**src/rtl/tdc_meas_ctrl.sv**
```systemverilog
// Measurement sequencer for the ring-oscillator TDC: runs 2^AVG_LOG2 start/stop
// measurements per arm, averages the counts and guards each one with a timeout.
module tdc_meas_ctrl #(
   parameter int CNT_W      = 32,
   parameter int AVG_LOG2   = 2,
   parameter int TIMEOUT_W  = 20,
   parameter int SETTLE_CYC = 2
) (
   input  logic             clk,
   input  logic             rst,
   input  logic             arm,
   input  logic             start_in,
   input  logic             stop_in,
   input  logic [CNT_W-1:0] tdc_count,
   output logic             tdc_clear,
   output logic             tdc_enable,
   output logic             busy,
   output logic             done,
   output logic             timeout_flag,
   output logic [CNT_W-1:0] result,
   input  logic [1:0]       byte_sel,
   output logic [7:0]       byte_out
);

   localparam int ACC_W = CNT_W + AVG_LOG2;
   localparam int SC_W  = AVG_LOG2 + 1;
   localparam int ST_W  = (SETTLE_CYC > 1) ? $clog2(SETTLE_CYC) : 1;
   localparam int PAD_W = (CNT_W > 32) ? CNT_W : 32;
   // Timeout fires on the edge where the counter would reach all ones.
   localparam logic [TIMEOUT_W-1:0] TO_LAST = {{(TIMEOUT_W-1){1'b1}}, 1'b0};
   localparam logic [SC_W-1:0]      SC_LAST = SC_W'((1 << AVG_LOG2) - 1);
   localparam logic [ST_W-1:0]      ST_LAST = ST_W'(SETTLE_CYC - 1);

   typedef enum logic [2:0] {
      IDLE, CLEAR, WAIT_START, WAIT_STOP, SETTLE, ACCUM, DONE
   } state_t;

   state_t               state, state_nxt;
   logic [1:0]           start_sync, stop_sync;
   logic                 start_d, stop_d, start_edge, stop_edge;
   logic [TIMEOUT_W-1:0] tcnt;
   logic [ST_W-1:0]      settle_cnt;
   logic [SC_W-1:0]      sample_cnt;
   logic [ACC_W-1:0]     acc;
   logic                 timeout_hit;
   logic [PAD_W-1:0]     res_pad;

   always_ff @(posedge clk) begin
      if (rst) begin
         start_sync <= '0;
         stop_sync  <= '0;
         start_d    <= 1'b0;
         stop_d     <= 1'b0;
         start_edge <= 1'b0;
         stop_edge  <= 1'b0;
      end else begin
         start_sync <= {start_sync[0], start_in};
         stop_sync  <= {stop_sync[0], stop_in};
         start_d    <= start_sync[1];
         stop_d     <= stop_sync[1];
         start_edge <= start_sync[1] & ~start_d;
         stop_edge  <= stop_sync[1] & ~stop_d;
      end
   end

   always_comb begin
      state_nxt   = state;
      timeout_hit = 1'b0;
      unique case (state)
         IDLE:       if (arm) state_nxt = CLEAR;
         CLEAR:      state_nxt = WAIT_START;
         WAIT_START: begin
            // Start has priority; a coincident stop edge is simply not looked at.
            if (start_edge) state_nxt = WAIT_STOP;
            else if (tcnt == TO_LAST) begin
               timeout_hit = 1'b1;
               state_nxt   = IDLE;
            end
         end
         WAIT_STOP: begin
            if (stop_edge) state_nxt = SETTLE;
            else if (tcnt == TO_LAST) begin
               timeout_hit = 1'b1;
               state_nxt   = IDLE;
            end
         end
         SETTLE:     if (settle_cnt == ST_LAST) state_nxt = ACCUM;
         ACCUM:      state_nxt = (sample_cnt == SC_LAST) ? DONE : CLEAR;
         DONE:       state_nxt = IDLE;
         default:    state_nxt = IDLE;
      endcase
   end

   always_ff @(posedge clk) begin
      if (rst) begin
         state        <= IDLE;
         tdc_clear    <= 1'b0;
         tdc_enable   <= 1'b0;
         busy         <= 1'b0;
         done         <= 1'b0;
         timeout_flag <= 1'b0;
         result       <= '0;
         tcnt         <= '0;
         settle_cnt   <= '0;
         sample_cnt   <= '0;
         acc          <= '0;
      end else begin
         state      <= state_nxt;
         tdc_clear  <= (state_nxt == CLEAR);
         tdc_enable <= (state_nxt == WAIT_START) || (state_nxt == WAIT_STOP);
         busy       <= (state_nxt != IDLE);
         done       <= 1'b0;
         unique case (state)
            IDLE: if (arm) begin
               timeout_flag <= 1'b0;
               acc          <= '0;
               sample_cnt   <= '0;
            end
            CLEAR:      tcnt <= '0;
            WAIT_START: tcnt <= start_edge ? '0 : tcnt + 1'b1;
            WAIT_STOP: begin
               tcnt       <= tcnt + 1'b1;
               settle_cnt <= '0;
            end
            SETTLE:     settle_cnt <= settle_cnt + 1'b1;
            ACCUM: begin
               acc        <= acc + ACC_W'(tdc_count);
               sample_cnt <= sample_cnt + 1'b1;
            end
            DONE: begin
               result <= CNT_W'(acc >> AVG_LOG2);
               done   <= 1'b1;
            end
            default: ;
         endcase
         if (timeout_hit) begin
            result       <= '1;
            timeout_flag <= 1'b1;
            done         <= 1'b1;
         end
      end
   end

   assign res_pad = PAD_W'(result);

   always_comb begin
      byte_out = '0;
      if (32'(byte_sel) < 32'(CNT_W / 8)) byte_out = res_pad[{byte_sel, 3'b000} +: 8];
   end

endmodule

```
**config.mk**
```make
export PLATFORM = sky130hd
export DESIGN_NAME = tdc_meas_ctrl
export DESIGN_NICKNAME = d
export VERILOG_FILES = /design/src/rtl/tdc_meas_ctrl.sv
export SDC_FILE = /design/constraint.sdc
export NUM_CORES = 1
export LEC_CHECK = 0
export ABC_AREA = 1
export BUFFER_PORTS_ARGS = -buffer_cell sky130_fd_sc_hd__buf_2
export CAP_MARGIN = 20
export CORE_AREA = 2 2 118 120
export CTS_BUF_LIST = sky130_fd_sc_hd__clkbuf_4 sky130_fd_sc_hd__clkbuf_8
export CTS_CLUSTER_DIAMETER = 50
export DETAILED_ROUTE_END_ITERATION = 12
export DIE_AREA = 0 0 120 122
export PLACE_DENSITY = 0.72
export REMOVE_ABC_BUFFERS = 1
export SETUP_SLACK_MARGIN = 0.05
export SYNTH_ARGS = -nofsm -noshare
export SYNTH_HDL_FRONTEND = slang
export SYNTH_SLANG_ARGS = --single-unit
```
**constraint.sdc**
```tcl
create_clock -name clk -period 2.35 [get_ports clk]
set_input_delay 0.3525 -clock clk [delete_from_list [all_inputs] [get_ports clk]]
set_output_delay 0.3525 -clock clk [all_outputs]
set_load 0.1 [all_outputs]
```
### Word-level counts from Yosys, hierarchy flattened

Cells that the tools add are included.
W data, S select, Z words.

* bitwise operators: 4
* equal/unequal tests: 12
* multiply operators: 0
* div/mod/pow operators: 0
* $lt $le $gt $ge: 0
* reductions and logical operators: 11
* add/subtract/negate cells: 4
* muxes and demuxes: 25
* shift-type cells: 1

Operators by type and width (count)
* $pmux W34 S2: 1
* $mux W32: 2
* $pmux W20 S3: 1
* $add A34 B32 Y34: 1
* $mux W34: 1
* $shiftx A32 B6 Y8: 1
* $mux W3: 7
* $add A20 B1 Y20 const B: 1
* $eq A20 B20 Y1 const B: 1
* $mux W20: 1
* $pmux W3 S6: 1
* $eq A3 B2 Y1 const B: 5
* $reduce_bool A2 Y1: 5
* $eq A3 B3 Y1 const B: 3
* $mux W1: 8
* $eq A3 B1 Y1 const B: 2
* $pmux W3 S2: 1
* $reduce_bool A3 Y1: 2
* $pmux W1 S2: 2
* $reduce_and A2 Y1: 2
* $add A3 B1 Y3 const B: 1
* $logic_not A3 Y1: 1
* $and A1 B1 Y1: 2
* $ne A2 B2 Y1 const B: 1
* other kinds (3): 4

* memories: 0
* output and inout bits: 45
* ROM bits: 0
* flip-flop bits (word level): 106
* word-level logic and storage cells: 74
* input port bits: 39
* RAM bits: 0
* latch bits: 0

### Longest topological paths before layout

Gate-level depths: netlist (run 1).

* depth after elaboration: 6
* mapped depth: 15
* mapped depth without buffers: 15

### Least setup slack after synthesis (run 1)

Ideal clock, no wire load.

* path kind: flip-flop to output port
* start point: reg result[8]
* end point: out byte_out[0]
* slack: -661 ps
* buffers on the path: 0
* data required time: 1997 ps
* data arrival time: 2658 ps
* stages on the path, launching flop included: 3
* cells stage by stage: dfxtp_1 > o21ai_0 > o22ai_1

* longest elaborated chain between the ends: 1

RTL lines
* from (decl): RTL line 20 `output logic [CNT_W-1:0] result,`
* from (signal assigned): RTL line 131 `result <= CNT_W'(acc >> AVG_LOG2);`
* $shiftx A32 B6 Y8: RTL line 148 `if (32'(byte_sel) < 32'(CNT_W / 8)) byte_out = res_pad[{byte_sel, 3'b000} +: 8];`
* to (decl): RTL line 22 `output logic [7:0] byte_out`

Every way passes these cells.

### Worst setup path in the final report (run 1)

* start point: in byte_sel[0]
* end point: out byte_out[0]

* longest elaborated chain between the ends: 1

RTL lines
* from (decl): RTL line 21 `input logic [1:0] byte_sel,`
* $shiftx A32 B6 Y8: RTL line 148

Every way passes these cells.

==> results of run 1 <==
==> cell usage after synthesis, types with 7 or more instances <==
cell type,count,area [um2]
o22ai_1,10,62.6
inv_2,7,26.3
nand2_1,325,1220
nand3_1,50,250
a21oi_1,83,415
a21oi_2,31,272
ha_1,36,450
o21ai_0,37,185
nor3_1,11,55.1
inv_1,174,653
clkbuf_1,9,33.8
buf_2,10,50.1
nor2_1,104,390
mux2i_1,30,300
dfxtp_1,106,2120
==> how the worst min path moves through the flow <==
stage	slack, ps	to	start	depth (start not counted)
2_1_floorplan	370	start_edge	start_d	1
3_3_place_gp	380	start_edge	start_d	1
6_report	150	stop_sync[0]	stop_in	3
3_5_place_dp	390	stop_edge	stop_d	1
4_1_cts	150	stop_sync[0]	stop_in	3
5_1_grt	160	start_sync[0]	start_in	3
==> sequential cells by signal (all words and copies together) (netlist names) <==
register,flops
result,32
start_edge,1
done,1
tcnt,20
timeout_flag,1
tdc_clear,1
start_d,1
stop_sync,2
settle_cnt,1
tdc_enable,1
acc,34
stop_edge,1
busy,1
sample_cnt,3
start_sync,2
stop_d,1
state,3
==> critical path, stage by stage <==
cell and delay, ps:
buf_2 200, inv_1 410, o21ai_0 140, o22ai_1 360, buf_12 230
==> layer usage <==
metal / track usage / up-vias
met5: 0 / -
met4: 0.116 / 0
met3: 0.0328 / 41
met2: 0.448 / 205
met1: 0.359 / 3088
li1: - / 3568
==> cell usage in the layout (no fill, tap or decap), types with 2 or more instances in the layout <==
master / instances
nor3_4: 3
nand3b_1: 6
nor2_2: 2
o21a_1: 2
buf_12: 11
dfxtp_1: 106
a21oi_2: 31
inv_1: 173
buf_2: 74
ha_1: 35
buf_4: 6
o21ai_0: 37
nand2_2: 6
o21bai_1: 2
nand3_2: 2
nor2_1: 104
nand4_1: 5
clkinv_2: 3
a21oi_1: 83
o22ai_1: 10
o21ai_1: 6
clkbuf_8: 9
mux2i_1: 30
inv_6: 4
nand2_1: 325
nand3_1: 48
nor3_1: 11
inv_2: 8
==> kinds of logic (layout without fill, tap and decap cells) <==
kind of cell	count (synthesis)	after routing	share of synthesized area
AND/OR/NAND/NOR	517	517	0.310
buffers and inverters	208	290	0.119
AO/OA/AOI/OAI	177	177	0.151
flip-flops	106	106	0.307
adder cells (fa/ha/maj)	37	37	0.0681
multiplexers	30	30	0.0435
XOR/XNOR	1	1	0.00127
==> what timing repair did <==
action / CTS / global route
buffers inserted: 0 / 0
gates resized for setup: 0 / 3
endpoints found under the setup margin: 0 / 4
==> stage by stage <==
step,hold slack [ps],std cells,util,total power (W),TNS [ps]
CTS,147,1338,0.579,0.00342,0
finish,150,1338,0.579,0.00341,0
global placement,379,1322,0.566,0.00231,0
floorplan,374,1051,-,0.00213,-5290
detailed placement,387,1322,0.566,0.00231,0
global route,163,1338,0.579,0.00353,0
==> area by class of cell <==
| cell class | instances | area, um2 | share of cell area |
|---|---|---|---|
| multi-input cells | 762 | 3970 | 0.508 |
| flip-flops and latches | 106 | 2120 | 0.271 |
| inverters | 183 | 688 | 0.0879 |
| repair buffers | 91 | 636 | 0.0812 |
| well taps | 180 | 225 | 0.0288 |
| clock buffers | 9 | 124 | 0.0158 |
| clock inverters | 7 | 56.3 | 0.00720 |
==> power by group <==
part	switching [W]	total, W	internal [W]
Sequential	0.00000746	0.00182	0.00181
Clock	0.000731	0.00114	0.000406
Combinational	0.000324	0.000459	0.000136
==> flow_metrics.tcl, run 1 <==
set metrics [dict create \
    port_buffers 83 \
    rows 43 \
    reg2regPathDepth 13 \
    p_leak_nw 4.21 \
    diodes 0 \
    wl_mm 19.5 \
    die-area_um2 14600 \
    dr_wl_met3_mm 1.16 \
    fmax_mhz 487 \
    first_iter_violations 555 \
    syn_inst 1076 \
    hold_class "in -> reg" \
    wl_per_cell_um 14.6 \
    clock_sinks 106 \
    vias 6902 \
    grt_first_pass_wirelength_mm 31.1 \
    dpl.hpwl_mm 15.1 \
    finish.net_count 1229 \
    critPathMaxFanout 17 \
    skew_ps 14.2 \
    wl_met1_mm 8.74 \
    grt_pass1_vias 6244 \
    viasPerCell 5.16 \
    worstSetupStartpointType "input pin" \
    synth_edf_count 0 \
    syn_to_final_growth_pct 13.3 \
    fillers 1314 \
    finalWorstSetupSlack_ps 295 \
    die_w_um 120 \
    worst_r2r_startpoint "acc[7]" \
    crit_type "in -> out" \
    outcome "finished, final reports clean" \
    async_reset_ff_frac 0 \
    syn_area_um2 6900 \
    core-area_um2 13500 \
    ctsHoldBuffers 0 \
    htree_num_levels 3 \
    drc 0 \
    grt_max_degree 51 \
    place_congestion 0.973 \
    groute.usage.overall 0.272 \
    period_share 0.874 \
    regToRegSetupSlack_ps 310 \
    drt-pass1-iter-count 5 \
    cp-startpoint "byte_sel[0]" \
    hold_viol 0 \
    ios 84 \
    worstMarginPinSlew_ps 666 \
    vdd_ir_drop_max_v 0.000232 \
    slew_viol_final 0 \
    clk_pin_slew_ps 110 \
    overflow 0 \
    cp_data_required_time_ps 2000 \
    design_area_um2 7830 \
    synth_seq_cells 106 \
    post-place-ws_ps 158 \
    finalSetupViolCount 0 \
    cts_tree "done" \
    period_minus_slack_ps 2050 \
    clockRootBuffer "clkbuf_8" \
    arrival_ps 1700 \
    avgSynthCellArea_um2 6.42 \
    synth_warnings 0 \
    end_kind "output port" \
    antenna_left 0 \
    crit_end "byte_out[0]" \
    die_h_um 122 \
    slew_headroom 0.556 \
    cts_buffers 9 \
    dr_wl_met2_mm 9.04 \
    synth_cell_types 41 \
    cap_violations 0 \
    placed_cell_area_um2 7640 \
    yosys_most_used_dff "dfxtp_1" \
    initial_core_util 0.511 \
    r2r_end "acc[33]" \
    yosysSeqAreaShare 0.307 \
    clockBufferDepth 2 \
    power_density_nw_per_um2 436 \
    clock_latency_ps 400 \
    routed.top_layer "met4" \
    antenna_found_initial 0 \
    rsz0062_at_grt "false" \
    layout-drive-gt1-share 0.142 \
]
Note: power is estimated with default switching activity, not from simulation.
==> run 2: changes to the inputs <==
--- a/config.mk
+++ b/config.mk
@@ -6,6 +6,7 @@
 export NUM_CORES = 1
 export LEC_CHECK = 0
 export ABC_AREA = 1
+export ABC_CLOCK_PERIOD_IN_PS = 2000
 export BUFFER_PORTS_ARGS = -buffer_cell sky130_fd_sc_hd__buf_2
 export CAP_MARGIN = 20
 export CORE_AREA = 2 2 118 120
@@ -13,6 +14,7 @@
 export CTS_CLUSTER_DIAMETER = 50
 export DETAILED_ROUTE_END_ITERATION = 12
 export DIE_AREA = 0 0 120 122
+export MAX_ROUTING_LAYER = met4
 export PLACE_DENSITY = 0.72
 export REMOVE_ABC_BUFFERS = 1
 export SETUP_SLACK_MARGIN = 0.05
==> constraint.sdc (replaced) <==
create_clock -name clk -period 2 [get_ports clk]
set_input_delay 0.3 -clock clk [delete_from_list [all_inputs] [get_ports clk]]
set_output_delay 0.3 -clock clk [all_outputs]
set_load 0.1 [all_outputs]
==> run 2 against run 1 <==
  * First-iteration DRC count shrank 20%
  * Sequential power grew 17%
  * Critical path depth shrank 2
  * Die area is the same
  * Worst hold slack lost 56 ps
  * Global-route usage grew 0.55 points
  * Combinational power grew 29%
  * Clock skew is essentially flat
  * Final cell count grew 1.7%
  * Critical path type is now reg -> out
  * Largest cell class unchanged
  * Highest routed layer unchanged
==> flow_metrics.tcl, run 2 (synthesis gave the netlist of run 1 again) <==
set metrics [dict create \
    outcome "finished, final reports clean" \
    drt-pass1-iter-count 5 \
    largest_reg_flops 34 \
    p_leak_nw 4.38 \
    crit_type "reg -> out" \
    initial_core_util 0.511 \
    clock_latency_ps 400 \
    arrival_ps 1550 \
    power_density_nw_per_um2 499 \
    syn_to_final_growth_pct 20.3 \
    worstSetupStartpointType "flop" \
    ios 84 \
    period_minus_slack_ps 1850 \
    setup_tns_ps 0 \
    groute.usage.overall 0.277 \
    port_buffers 83 \
    layout-drive-gt1-share 0.208 \
    finalSetupViolCount 0 \
    worstMarginPinSlew_ps 505 \
    critPathMaxFanout 3 \
    most-common-layout-cells "nand2_1, inv_1, nor2_1" \
    antenna_found_initial 0 \
    cts_buffers 9 \
    finish.net_count 1252 \
    end_kind "output port" \
    cp_data_required_time_ps 1700 \
    antenna_left 0 \
    first_iter_violations 442 \
    clockBufferDepth 2 \
    top_regs "acc x34, result x32, tcnt x20" \
    grt_pass1_vias 6230 \
    rows 43 \
    rsz0062_at_grt "true" \
    die_w_um 120 \
    cts_tree "done" \
    hold_class "in -> reg" \
    die-area_um2 14600 \
    whs_ps 94.1 \
    die_h_um 122 \
    dpl.hpwl_mm 14.9 \
    final_common_cell "nand2_1" \
    viasPerCell 5.10 \
    fmax_mhz 540 \
    skew_ps 14.1 \
    clock_sinks 106 \
    slew_headroom 0.666 \
    place_congestion 0.972 \
    overflow 0 \
    top_register "acc" \
    grt_first_pass_wirelength_mm 30.9 \
    diodes 0 \
    clockRootBuffer "clkbuf_8" \
    slew_viol_final 0 \
    htree_num_levels 3 \
    grt_max_degree 80 \
    wl_per_cell_um 14.5 \
    vias 6935 \
    period_share 0.926 \
    drc 0 \
    hold_viol 0 \
    cap_violations 0 \
    wl_mm 19.7 \
    core-area_um2 13500 \
    vdd_ir_drop_max_v 0.000359 \
    clk_pin_slew_ps 120 \
]
run 2: power breakdown:
group          leakage [nW]  switching (W)  internal (W)
clock network         0.107       0.000906      0.000511
logic                  3.41       0.000403      0.000189
registers             0.862     0.00000846       0.00213
run 2: per-layer routing:
metal  vias to the layer above  share of wire  track usage
met3                        24          0.050       0.0445
met4                         0          0.023       0.0735
met5                         -              0            -
li1                       3609              -            -
met1                      3147           0.46        0.350
met2                       155           0.47        0.462
run 2: metrics by stage:
step                      instance area (um2)  worst slack [ps]  cells  utilization  total power, W
after floorplan                          6770              -958   1051            -         0.00250
after global placement                   7790             -11.3   1341        0.577         0.00275
after detailed placement                 7790             -56.6   1341        0.577         0.00275
after CTS                                8020              42.5   1357        0.594         0.00414
after global routing                     8300              27.8   1361        0.615         0.00429
final                                    8300               148   1361        0.615         0.00414
run 2: layout make-up:
cell class,count,area [um2]
Fill cell,1333,5200
Sequential cell,106,2140
Clock buffer,9,124
Inverter,183,688
Tap cell,180,225
Timing Repair Buffer,114,821
Clock inverter,7,88.8
Multi-Input combinational cell,762,4220
run 2: final timing paths:
path | from | end | slack, ps | cells after the start
worst min-delay path | start_in | start_sync[0] | 90 | 3
worst max-delay path | result[11] | byte_out[3] | 150 | 3
worst min register to register | start_d | start_edge | 400 | 1
worst max register to register | acc[22] | acc[32] | 160 | 10
run 2: worst max-delay path, stage by stage, from the launching register on:
cell	delay, ps
dfxtp_1	440
o21ai_0	120
o22ai_1	360
buf_12	230
run 2: what timing repair did:
action | in CTS | in global routing
hold buffers | 0 | 0
pin swaps | 1 | 1
gates resized for setup | 5 | 61
buffers inserted | 0 | 4
setup endpoints to repair | 8 | 25
